## config.mk

```make
export PLATFORM = sky130hd
export DESIGN_NAME = axis_rx_frame_monitor
export DESIGN_NICKNAME = d
export VERILOG_FILES = /design/src/rtl/axis_mon_pkg.sv /design/src/rtl/axis_skid_buffer.sv /design/src/rtl/axis_rx_frame_monitor.sv
export SDC_FILE = /design/constraint.sdc
export NUM_CORES = 1
export LEC_CHECK = 0
export CAP_MARGIN = 25
export CORE_MARGIN = 2
export CORE_UTILIZATION = 53
export DETAILED_ROUTE_END_ITERATION = 7
export MAX_ROUTING_LAYER = met4
export PLACE_DENSITY = 0.8
export SLEW_MARGIN = 20
export SYNTH_ARGS = -nofsm -noshare
export SYNTH_HDL_FRONTEND = slang
export SYNTH_HIERARCHICAL = 1
export SYNTH_SLANG_ARGS = --single-unit
```

## constraint.sdc

```tcl
create_clock -name m_aclk -period 2.98 [get_ports m_aclk]
set_clock_uncertainty 0.1 [all_clocks]
set_input_delay 0.447 -clock m_aclk [delete_from_list [all_inputs] [get_ports m_aclk]]
set_output_delay 0.447 -clock m_aclk [all_outputs]
set_load 0.01 [all_outputs]
```

## src/rtl/axis_mon_pkg.sv

```systemverilog
// rtl/axis_mon_pkg.sv - shared constants and status record for the rx frame monitor
// Contents: default frame length limits, status length width, status record type.
package axis_mon_pkg;

    localparam int DEF_MIN_FRAME  = 64;
    localparam int DEF_MAX_FRAME  = 1518;
    localparam int STAT_LEN_WIDTH = 16;

    typedef struct packed {
        logic [STAT_LEN_WIDTH-1:0] len;
        logic                      runt;
        logic                      oversize;
    } stat_rec_t;

endpackage

```

## src/rtl/axis_skid_buffer.sv

```systemverilog
// rtl/axis_skid_buffer.sv - two-entry registered skid buffer carrying tdata and tlast
// Ports: clk, srst (sync, active-high); in_* upstream beat with registered in_trdy;
//        out_* downstream beat, out_trdy from consumer.
module axis_skid_buffer #(
    parameter int DATA_WIDTH = 8
) (
    input  logic                  clk,
    input  logic                  srst,
    input  logic [DATA_WIDTH-1:0] in_tdata,
    input  logic                  in_tlast,
    input  logic                  in_tvalid,
    output logic                  in_trdy,
    output logic [DATA_WIDTH-1:0] out_tdata,
    output logic                  out_tlast,
    output logic                  out_tvalid,
    input  logic                  out_trdy
);

    logic [DATA_WIDTH:0] mem [2];
    logic                wr_ptr;
    logic                rd_ptr;
    logic [1:0]          count;
    logic [1:0]          count_next;
    logic                trdy_q;
    logic                push;
    logic                pop;

    assign in_trdy    = trdy_q;
    assign out_tvalid = (count != 2'd0);
    assign out_tdata  = mem[rd_ptr][DATA_WIDTH-1:0];
    assign out_tlast  = mem[rd_ptr][DATA_WIDTH];

    assign push       = in_tvalid & trdy_q;
    assign pop        = out_tvalid & out_trdy;
    assign count_next = count + {1'b0, push} - {1'b0, pop};

    always_ff @(posedge clk) begin
        if (srst) begin
            mem[0] <= '0;
            mem[1] <= '0;
            wr_ptr <= 1'b0;
            rd_ptr <= 1'b0;
            count  <= 2'd0;
            trdy_q <= 1'b0;
        end else begin
            if (push) begin
                mem[wr_ptr] <= {in_tlast, in_tdata};
                wr_ptr      <= ~wr_ptr;
            end
            if (pop) begin
                rd_ptr <= ~rd_ptr;
            end
            count  <= count_next;
            // Ready is registered from the next occupancy so upstream never sees a comb path.
            trdy_q <= (count_next <= 2'd1);
        end
    end

endmodule

```

## src/rtl/axis_rx_frame_monitor.sv

```systemverilog
// rtl/axis_rx_frame_monitor.sv - pass-through stream monitor reporting per-frame length and class
// Ports: m_aclk, m_sreset (sync, active-high); s_axis_* upstream; m_axis_* downstream;
//        stat_len/stat_runt/stat_oversize/stat_valid/stat_rdy status record; frame_cnt.
module axis_rx_frame_monitor
    import axis_mon_pkg::*;
#(
    parameter int AXI_DATA_WIDTH = 8,
    parameter int MIN_FRAME      = DEF_MIN_FRAME,
    parameter int MAX_FRAME      = DEF_MAX_FRAME,
    parameter int LEN_WIDTH      = 16
) (
    input  logic                      m_aclk,
    input  logic                      m_sreset,
    input  logic [AXI_DATA_WIDTH-1:0] s_axis_tdata,
    input  logic                      s_axis_tvalid,
    input  logic                      s_axis_tlast,
    output logic                      s_axis_trdy,
    output logic [AXI_DATA_WIDTH-1:0] m_axis_tdata,
    output logic                      m_axis_tvalid,
    output logic                      m_axis_tlast,
    input  logic                      m_axis_trdy,
    output logic [LEN_WIDTH-1:0]      stat_len,
    output logic                      stat_runt,
    output logic                      stat_oversize,
    output logic                      stat_valid,
    input  logic                      stat_rdy,
    output logic [31:0]               frame_cnt
);

    localparam logic [LEN_WIDTH-1:0] LEN_MAX = '1;

    logic                 buf_trdy;
    logic                 stall;
    logic                 accept;
    logic                 accept_last;
    logic [LEN_WIDTH-1:0] byte_cnt;
    logic [LEN_WIDTH-1:0] cnt_inc;
    stat_rec_t            rec_d;
    stat_rec_t            rec_q;
    logic                 stat_valid_q;
    logic [31:0]          frame_cnt_q;

    // A last beat cannot complete while the single status slot is still occupied.
    assign stall       = s_axis_tvalid & s_axis_tlast & stat_valid_q & ~stat_rdy;
    assign s_axis_trdy = buf_trdy & ~stall;
    assign accept      = s_axis_tvalid & s_axis_trdy;
    assign accept_last = accept & s_axis_tlast;

    assign cnt_inc = (byte_cnt == LEN_MAX) ? byte_cnt : byte_cnt + LEN_WIDTH'(1);

    always_comb begin
        rec_d          = '0;
        rec_d.len      = cnt_inc;
        rec_d.runt     = (32'(cnt_inc) < MIN_FRAME);
        rec_d.oversize = (32'(cnt_inc) > MAX_FRAME);
    end

    always_ff @(posedge m_aclk) begin
        if (m_sreset) begin
            byte_cnt     <= '0;
            rec_q        <= '0;
            stat_valid_q <= 1'b0;
            frame_cnt_q  <= '0;
        end else begin
            if (accept) begin
                byte_cnt <= s_axis_tlast ? '0 : cnt_inc;
            end
            // A reload on the same edge as a consume keeps the slot full.
            if (accept_last) begin
                rec_q        <= rec_d;
                stat_valid_q <= 1'b1;
                frame_cnt_q  <= frame_cnt_q + 32'd1;
            end else if (stat_rdy) begin
                stat_valid_q <= 1'b0;
            end
        end
    end

    assign stat_len      = rec_q.len;
    assign stat_runt     = rec_q.runt;
    assign stat_oversize = rec_q.oversize;
    assign stat_valid    = stat_valid_q;
    assign frame_cnt     = frame_cnt_q;

    axis_skid_buffer #(
        .DATA_WIDTH(AXI_DATA_WIDTH)
    ) u_skid (
        .clk       (m_aclk),
        .srst      (m_sreset),
        .in_tdata  (s_axis_tdata),
        .in_tlast  (s_axis_tlast),
        .in_tvalid (s_axis_tvalid & ~stall),
        .in_trdy   (buf_trdy),
        .out_tdata (m_axis_tdata),
        .out_tlast (m_axis_tlast),
        .out_tvalid(m_axis_tvalid),
        .out_trdy  (m_axis_trdy)
    );

endmodule

```

==> metrics.md, run 1 <==
| Metric | Value |
|---|---|
| Worst setup margin | `approximately 0.32 ns` |
| Area growth from synthesis to layout | `23.7%` |
| CP Class | `flip-flop to flip-flop` |
| Largest net degree at the start of global routing | `54` |
| Library cells used by synthesis | `62` |
| Gr usage total | `0.238` |
| Hold Fails Final Rpt | `0` |
| Leak | `between 1.5 and 2 nW` |
| Status | `complete, no violations` |
| Fin area | `about 5400 um^2` |
| Max Clock Freq | `376 MHz` |
| PwrDens | `482 nW/um^2` |
| Clock transition at the registers of the reported paths | `0.09 ns` |
| CTS Hold Bufs | `0` |
| Starting DRT DRC Count | `roughly 240` |
| DIE AREA | `9020 um^2` |
| Layout Nets | `~570` |
| Synth Area in Simple Gates | `0.290` |
| TritonCTS Sinks | `between 90 and 100` |
| CP max stage cell | `dfxtp_1` |
| Vias in the first global route | `~3500` |
| Core Area | `a little over 8000 um^2` |
| Xor and xnor area share after synthesis | `0.0639` |
| Die width | `between 90 and 100 um` |
| Layout fillers | `approximately 670` |
| First-pass GRT wire length | `16500 um` |
| Setup violations, final | `0` |
| Tmin final | `2.66 ns` |
| Async SR Flop Fraction | `0` |
| Post-route DRC | `0` |
| Initial antenna violation count | `0` |
| Fraction of layout cells with a size suffix above 1 | `0.107` |
| CP max FO | `8` |
| Ys flop type | `dfxtp_1` |
| Final setup TNS | `0 ns` |
| Drt wl/cell | `around 15 um` |
| Placer Congestion | `0.907` |
| Initial Utilization | `0.539` |
| Critical Path, Cell by Cell | `ha_1 -> nand4_2 -> nor3_1 -> mux2_2 -> nor2_1 -> nand2_1 -> or4_1 -> o21ai_1` |
| Post-CTS resize count | `0` |
| Post-synthesis adder-cell area fraction | `0.00856` |
| Worst-skew pair later-pin latency | `0.37 ns` |
| Worst-margin pin slew | `~0.6 ns` |
| Synth Net Count | `496` |
| Util after Layout | `0.667` |
| Gate Count Post-Synth | `roughly 480` |
| Gr ovfl total | `0` |
| WP data required | `~3.2 ns` |
| CTS Buffer Depth | `2` |
| Pre-CTS WS | `around 0.26 ns` |
| Pre-antenna DRT Iters | `5` |
| Worst Path Arrival | `between 2 and 3 ns` |
| Main combinational cell family by area after synthesis | `simple AND/OR/NAND/NOR gates` |
| Hold WS | `around 0.36 ns` |
| Setup crit end kind | `flip-flop` |
| Post-synth EDFFs | `18` |
| CP max stage delay | `around 0.50 ns` |
| Num CTS Buffers | `9` |
| Die span in y | `between 90 and 100 um` |
| Netlist Area Pre-Place | `~4400 um^2` |
| # H-tree levels | `3` |
| Clock Root Buffer | `clkbuf_8` |
| Post-synthesis mux area share | `0.0425` |
| Number of antenna-violating nets in the routed design | `0` |
| Final slew viol count | `0` |
| HP Class | `flip-flop to flip-flop` |
| # Max-Cap Violations | `0` |
| Placed Area | `around 5300 um^2` |
| Mean Syn Cell Area | `~9 um^2` |
| Synth warn | `6` |
| Flops & latches, synth | `91` |
| Relative slew slack | `0.599` |
| Complex-gate fraction of the synthesized area | `0.110` |
| Rows | `33` |
| Post-route clock period utilization | `0.893` |
| RSZ-0062 raised after global routing | `false` |
| Drt total wl | `between 10000 and 15000 um` |
| Hpwl dp | `7280 um` |
| CP Launch Type | `flip-flop` |
| Peak supply drop | `about 0.22 mV` |
| Setup bufs post-CTS | `0` |
| Vias per cell | `about 5.6` |
| # IOs | `76` |
| Post-synthesis sequential area ratio | `0.456` |
| Port Buffers | `75` |
| CTS tree | `built` |
| Vias | `between 3000 and 4000` |
| Diode count | `0` |
-- final cells by class --
class                      instances  area [um^2]  area share
tap                              105          131      0.0242
clock buffer                       9          124      0.0228
sequential                        91         2000       0.369
clock inverter                     7         52.6     0.00968
timing repair buffer              87          836       0.154
inverter                           6         22.5     0.00415
multi-input combinational        360         2260       0.416
-- critical path, delay by kind of cell, from the launching register on --
family | cells | cell delay [ns]
flip-flops | 1 | 0.50
multiplexers | 1 | 0.43
AO/OA/AOI/OAI | 1 | 0.13
AND/OR/NAND/NOR | 5 | 1.20
adder cells (fa/ha/maj) | 1 | 0.24
-- cell usage in the layout (no fill, tap or decap), types with 2 or more instances in the layout --
cell type / n
clkdlybuf4s50_1: 74
nand3b_1: 2
and2_1: 22
nor2b_1: 6
dfxtp_1: 73
mux2i_1: 4
nor3b_1: 3
nand3_1: 21
xor2_1: 26
edfxtp_1: 18
a41oi_1: 2
nand2_1: 46
a21oi_1: 31
o21ai_0: 16
a22oi_1: 9
a21boi_0: 2
nor2_1: 61
nand4_1: 12
buf_4: 12
nor3_1: 11
clkbuf_8: 9
nand2b_1: 2
or3_1: 6
xnor2_1: 6
clkinvlp_4: 2
a31oi_1: 4
nor3_2: 2
mux2_2: 13
o21ai_1: 2
nand2_2: 2
and4_1: 5
ha_1: 3
and3_1: 12
inv_1: 6
nor3_4: 2
-- per-layer routing --
| layer | global-route usage | vias to the layer above | wire length, um |
|---|---|---|---|
| met5 | - | - | 0 |
| met2 | 0.370 | 101 | 4780 |
| met4 | 0.0857 | 0 | 150 |
| met1 | 0.319 | 1749 | 4760 |
| li1 | - | 1844 | - |
| met3 | 0.0351 | 15 | 485 |
-- final timing paths --
check                                 start     endpoint  slack, ns  cells after the start
worst max register to register  byte_cnt[0]    stat_runt       0.32                      8
worst min-delay path            stat_len[4]  stat_len[4]       0.36                      2
worst max-delay path            byte_cnt[0]    stat_runt       0.32                      8
worst min register to register  stat_len[4]  stat_len[4]       0.36                      2
-- flip-flops by register name, indices dropped and copies added, names as in the netlist, named ones only --
register / cells
u_skid/wr_ptr: 1
u_skid/rd_ptr: 1
stat_len: 16
stat_valid: 1
byte_cnt: 16
u_skid/in_trdy: 1
stat_runt: 1
stat_oversize: 1
frame_cnt: 32
u_skid/mem: 18
u_skid/count: 2
-- stage by stage --
step                power (W)  instances
floorplan             0.00167        479
global placement      0.00186        649
detailed placement    0.00188        649
CTS                   0.00263        665
global route          0.00273        665
finish                0.00261        665
-- cell families after synthesis --
kind of cell | Yosys count
AOI/OAI and AO/OA | 77
and+or+nand+nor | 231
muxes | 17
adders and majority gates | 3
buffers and inverters | 28
xor gates and xnor gates | 32
DFF | 91
-- power by group --
part,switching (W),internal (W)
Clock,0.000458,0.000309
Sequential,0.0000652,0.00133
Combinational,0.000221,0.000234
-- cells in the mapped netlist (all sizes together) (3+ instances only) --
master	count	share of area
a21oi	31	0.035
nor3b	4	0.0094
buf	7	0.011
and4	6	0.013
a22oi	9	0.015
nor2	62	0.054
clkbuf	15	0.013
edfxtp	18	0.12
xor2	26	0.052
inv	6	0.0051
and3	12	0.017
nand3	22	0.028
mux2	13	0.033
nor2b	6	0.0086
and2	22	0.031
ha	3	0.0086
mux2i	4	0.0091
dfxtp	73	0.33
xnor2	6	0.012
or3	6	0.0086
a31oi	4	0.0057
nand4	14	0.025
o21ai	18	0.021
nand2	49	0.045
nor3	15	0.025
No activity file was read; power rests on OpenSTA's default activity.
==> inputs of run 2 (changes only) <==
--- a/config.mk
+++ b/config.mk
@@ -10,7 +10,7 @@
 export CORE_UTILIZATION = 53
 export DETAILED_ROUTE_END_ITERATION = 7
 export MAX_ROUTING_LAYER = met4
-export PLACE_DENSITY = 0.8
+export PLACE_DENSITY_LB_ADDON = 0.25
 export SLEW_MARGIN = 20
 export SYNTH_ARGS = -nofsm -noshare
 export SYNTH_HDL_FRONTEND = slang
==> metrics.md, run 2 (same netlist as run 1, synthesis figures left out) <==
| Metric | Value |
|---|---|
| Status | `complete, no violations` |
| Num CTS Buffers | `9` |
| First-pass GRT wire length | `~16000 um` |
| Finished Layout Cells | `between 600 and 700` |
| TritonCTS Sinks | `91` |
| Setup bufs post-CTS | `0` |
| Leak | `just under 2 nW` |
| Vias | `3748` |
| Gr ovfl total | `0` |
| # Max-Cap Violations | `0` |
| Initial Utilization | `0.539` |
| Peak supply drop | `0.292 mV` |
| Setup crit end kind | `flip-flop` |
| CP Launch Type | `flip-flop` |
| Hold WS | `between 0.3 and 0.4 ns` |
| HP Class | `flip-flop to flip-flop` |
| Tmin final | `2.69 ns` |
| Pre-antenna DRT Iters | `4` |
| CP max FO | `8` |
| Most common cell after layout, fill and taps aside | `clkdlybuf4s50_1` |
| Drt wl/cell | `around 15 um` |
| RSZ-0062 raised after global routing | `false` |
| Most frequent cells in the layout | `74 x clkdlybuf4s50_1, 73 x dfxtp_1, 61 x nor2_1, 46 x nand2_1, 31 x a21oi_1` |
| WP data required | `3.10 ns` |
| Vias in the first global route | `3527` |
| Placer Congestion | `0.908` |
| Final setup TNS | `0 ns` |
| CTS tree | `built` |
| Hold Fails Final Rpt | `0` |
| Layout fillers | `~680` |
| Worst setup margin | `between 0.2 and 0.3 ns` |
| Die span in y | `approximately 95 um` |
| Core Area | `between 8000 and 9000 um^2` |
| Worst-skew pair later-pin latency | `~0.36 ns` |
| CTS Buffer Depth | `2` |
| Die width | `95.0 um` |
| DP Cell Count | `around 650` |
| # H-tree levels | `3` |
| DIE AREA | `9020 um^2` |
| Starting DRT DRC Count | `around 190` |
| Pre-CTS WS | `roughly 0.25 ns` |
| CP Class | `flip-flop to flip-flop` |
| Number of antenna-violating nets in the routed design | `0` |
| Final slew viol count | `0` |
| Diode count | `0` |
| PwrDens | `486 nW/um^2` |
| Largest net degree at the start of global routing | `57` |
| Max Clock Freq | `approximately 370 MHz` |
| CTS Hold Bufs | `0` |
| Fin area | `5420 um^2` |
| Relative slew slack | `0.615` |
| Worst Path Arrival | `between 2 and 3 ns` |
| Max reg flops | `32` |
| # IOs | `76` |
| Post-route DRC | `0` |
| Vias per cell | `between 5 and 6` |
| Setup violations, final | `0` |
| Placed Area | `~5200 um^2` |
| Post-CTS resize count | `0` |
| Drt total wl | `9970 um` |
| Layout Nets | `570` |
| Clock transition at the registers of the reported paths | `around 0.09 ns` |
| Fraction of layout cells with a size suffix above 1 | `0.102` |
| Worst-margin pin slew | `a little under 0.6 ns` |
| Post-route clock period utilization | `0.904` |
| Area growth from synthesis to layout | `23.6%` |
| Initial antenna violation count | `0` |
| Port Buffers | `75` |
| Rows | `33` |
| Hpwl dp | `approximately 7200 um` |
| Clock Root Buffer | `clkbuf_8` |
| Gr usage total | `0.235` |
## run 2: worst paths after layout
| path | from | endpoint | slack [ns] | depth (start not counted) |
|---|---|---|---|---|
| setup / recovery | byte_cnt[0] | stat_oversize | 0.29 | 8 |
| hold / removal | stat_len[6] | stat_len[6] | 0.36 | 2 |
| hold reg to reg | stat_len[6] | stat_len[6] | 0.36 | 2 |
| setup reg to reg | byte_cnt[0] | stat_oversize | 0.29 | 8 |
## run 2: power by group
group / internal (W) / total (W) / switching (W)
Clock: 0.000360 / 0.000794 / 0.000434
Combinational: 0.000234 / 0.000451 / 0.000217
Sequential: 0.00133 / 0.00139 / 0.0000632
## run 2: layout make-up
| type | instances | area (um^2) | share of cell area |
|---|---|---|---|
| clock buffer | 12 | 156 | 0.0288 |
| tap | 105 | 131 | 0.0242 |
| clock inverter | 4 | 28.8 | 0.00531 |
| timing repair buffer | 85 | 821 | 0.151 |
| multi-input combinational | 360 | 2260 | 0.417 |
| inverter | 6 | 22.5 | 0.00415 |
| sequential | 91 | 2000 | 0.369 |
## run 2: layer usage
layer	part of all wire	GRT usage	vias up
li1	-	-	1845
met5	0	-	-
met2	0.49	0.394	105
met1	0.45	0.290	1785
met3	0.051	0.0487	13
met4	0.011	0.0616	0
## run 2: stage by stage
step                total power, W   util
global route               0.00276  0.667
finish                     0.00264  0.667
floorplan                  0.00167      -
global placement           0.00185  0.644
CTS                        0.00266  0.667
detailed placement         0.00187  0.644
## run 2: worst max-delay path, cell delays in order, from the launching register on
cell	delay, ns
dfxtp_1	0.50
ha_1	0.24
nand4_2	0.19
nor3_4	0.39
and3_1	0.23
mux2_2	0.35
nand4bb_1	0.22
mux2i_1	0.21
o22ai_1	0.12
==> inputs of run 3 (changes only) <==
==> constraint.sdc (replaced) <==
create_clock -name m_aclk -period 2.74 [get_ports m_aclk]
set_clock_uncertainty 0.1 [all_clocks]
set_input_delay 0.411 -clock m_aclk [delete_from_list [all_inputs] [get_ports m_aclk]]
set_output_delay 0.411 -clock m_aclk [all_outputs]
set_load 0.01 [all_outputs]
==> metrics.md, run 3 (same netlist as run 1, synthesis figures left out) <==
| Metric | Value |
|---|---|
| Status | `complete, no violations` |
| Placer Congestion | `between 0.9 and 1` |
| CP max FO | `6` |
| Gr ovfl total | `0` |
| First-pass GRT wire length | `~16000 um` |
| Number of antenna-violating nets in the routed design | `0` |
| Diode count | `0` |
| Leak | `between 1.5 and 2 nW` |
| # H-tree levels | `3` |
| RSZ-0062 raised after global routing | `false` |
| Worst Hold End | `stat_len[4]` |
| Max Clock Freq | `388 MHz` |
| Total Power | `~0.0028 W` |
| CP max stage cell | `dfxtp_1` |
| Sequential share of power | `0.531` |
| Gr usage total | `0.239` |
| CTS Hold Bufs | `0` |
| Post-route clock period utilization | `0.941` |
| Port Buffers | `75` |
| Initial antenna violation count | `0` |
| Setup violations, final | `0` |
| Layout fillers | `about 660` |
| Setup bufs post-CTS | `0` |
| Final slew viol count | `0` |
| Die span in y | `around 95 um` |
| TritonCTS Sinks | `91` |
| CP Class | `flip-flop to flip-flop` |
| Worst-skew pair later-pin latency | `0.36 ns` |
| Hpwl dp | `between 7000 and 8000 um` |
| Tmin final | `roughly 2.6 ns` |
| CP max stage delay | `roughly 0.44 ns` |
| # Max-Cap Violations | `0` |
| Drt total wl | `~10000 um` |
| Drt wl/cell | `between 15 and 20 um` |
| Worst R2R Setup Slack | `between 0.15 and 0.2 ns` |
| Placed Area | `approximately 5300 um^2` |
| Worst-margin pin slew | `roughly 0.60 ns` |
| Num CTS Buffers | `9` |
| Clock transition at the registers of the reported paths | `about 0.090 ns` |
| Worst Path Arrival | `roughly 2.8 ns` |
| Area growth from synthesis to layout | `24.6%` |
| Fraction of layout cells with a size suffix above 1 | `0.115` |
| Hold path depth | `2` |
| Pint | `0.00204 W` |
| # IOs | `76` |
| Worst Path Buf+Inv | `0` |
| Setup crit end kind | `flip-flop` |
| HP Class | `flip-flop to flip-flop` |
| WP data required | `about 2.9 ns` |
| Pre-antenna DRT Iters | `5` |
| Fin area | `about 5500 um^2` |
| PwrDens | `around 520 nW/um^2` |
| Cells on worst reg2reg path | `8` |
| Layout Nets | `around 580` |
| Critical Path, Cell by Cell | `ha_1 -> nand4_2 -> nor3_1 -> mux2_2 -> nor2_1 -> nand2_1 -> or4_1 -> o21ai_1` |
| Clk pwr share | `0.291` |
| Rows | `33` |
| Vias per cell | `5.60` |
| Vias | `about 3800` |
| Initial Utilization | `0.539` |
| Final setup TNS | `0 ns` |
| Starting DRT DRC Count | `~220` |
| Post-route DRC | `0` |
| CTS Buffer Depth | `2` |
| Vias in the first global route | `around 3500` |
| Peak supply drop | `0.285 mV` |
| Die width | `around 95 um` |
| Post-CTS resize count | `0` |
| Largest net degree at the start of global routing | `between 50 and 60` |
| FF-to-FF Start | `byte_cnt[1]` |
| Core Area | `about 8000 um^2` |
| Relative slew slack | `0.601` |
| Most common cell after layout, fill and taps aside | `clkdlybuf4s50_1` |
| Comb pwr share | `0.178` |
| Worst reg2reg endpoint | `stat_runt` |
| Clock Root Buffer | `clkbuf_8` |
| CP top delay family | `simple AND/OR/NAND/NOR gates` |
| Switching pwr | `around 0.00080 W` |
| DIE AREA | `~9000 um^2` |
| CTS tree | `built` |
| Hold Fails Final Rpt | `0` |
| Sw frac | `0.280` |
| Most frequent cells in the layout | `74 x clkdlybuf4s50_1, 73 x dfxtp_1, 61 x nor2_1, 46 x nand2_1, 31 x a21oi_1` |
| CP Launch Type | `flip-flop` |
| Max reg flops | `32` |
| Min-delay src | `stat_len[4]` |
==> run 3: changes by cell type in the layout (fill, tap and decap cells not counted), sizes merged <==
cell      previous run  this run
buf                 11        18
clkinvlp             0         4
clkbuf              12        10
clkinv               1         0
inv                  9         8
==> run 3: worst max path at each step <==
stage                  from       endpoint  slack, ns  cells after the start
5_1_grt         byte_cnt[1]      stat_runt       0.07                      8
6_report        byte_cnt[1]      stat_runt       0.16                      8
4_1_cts         byte_cnt[1]      stat_runt       0.18                      8
2_1_floorplan   byte_cnt[0]      stat_runt       0.33                      9
3_3_place_gp   s_axis_tlast  frame_cnt[30]       0.21                      8
3_5_place_dp   s_axis_tlast  frame_cnt[26]       0.15                      7
==> run 3: tightest hold or removal path: stages, from the launching register on <==
cell and delay (ns):
dfxtp_1 0.32, nand2_1 0.05, a21oi_1 0.05
==> run 3: layout make-up <==
cell class / count / area (um^2) / area share
repair buffers: 92 / 873 / 0.160
inverters: 6 / 22.5 / 0.00412
flip-flops and latches: 91 / 2000 / 0.366
clock inverters: 6 / 50.0 / 0.00916
well taps: 105 / 131 / 0.0240
clock buffers: 10 / 128 / 0.0233
multi-input cells: 360 / 2260 / 0.413
==> run 3: stage by stage <==
step / hold slack [ns] / instances / setup slack (ns) / util
floorplan: 0.372 / 479 / 0.329 / -
global placement: 0.341 / 654 / 0.213 / 0.650
detailed placement: 0.348 / 654 / 0.152 / 0.650
CTS: 0.361 / 670 / 0.179 / 0.672
global route: 0.382 / 670 / 0.0743 / 0.672
finish: 0.358 / 670 / 0.163 / 0.672
==> run 3: layer usage <==
layer,part of all wire,wire (um),vias to the layer above,GRT usage
met2,0.49,4920,105,0.391
met3,0.061,618,21,0.0431
li1,-,-,1860,-
met1,0.44,4440,1767,0.299
met5,0,0,-,-
met4,0.017,169,0,0.0833
==> run 3: power by group through the flow <==
stage          combinational (W)  clock (W)  sequential, W
2_1_floorplan           0.000293          0        0.00152
3_3_place_gp            0.000490          0        0.00154
3_5_place_dp            0.000504          0        0.00154
4_1_cts                 0.000508   0.000843        0.00151
5_1_grt                 0.000549   0.000909        0.00152
6_report                0.000505   0.000826        0.00151
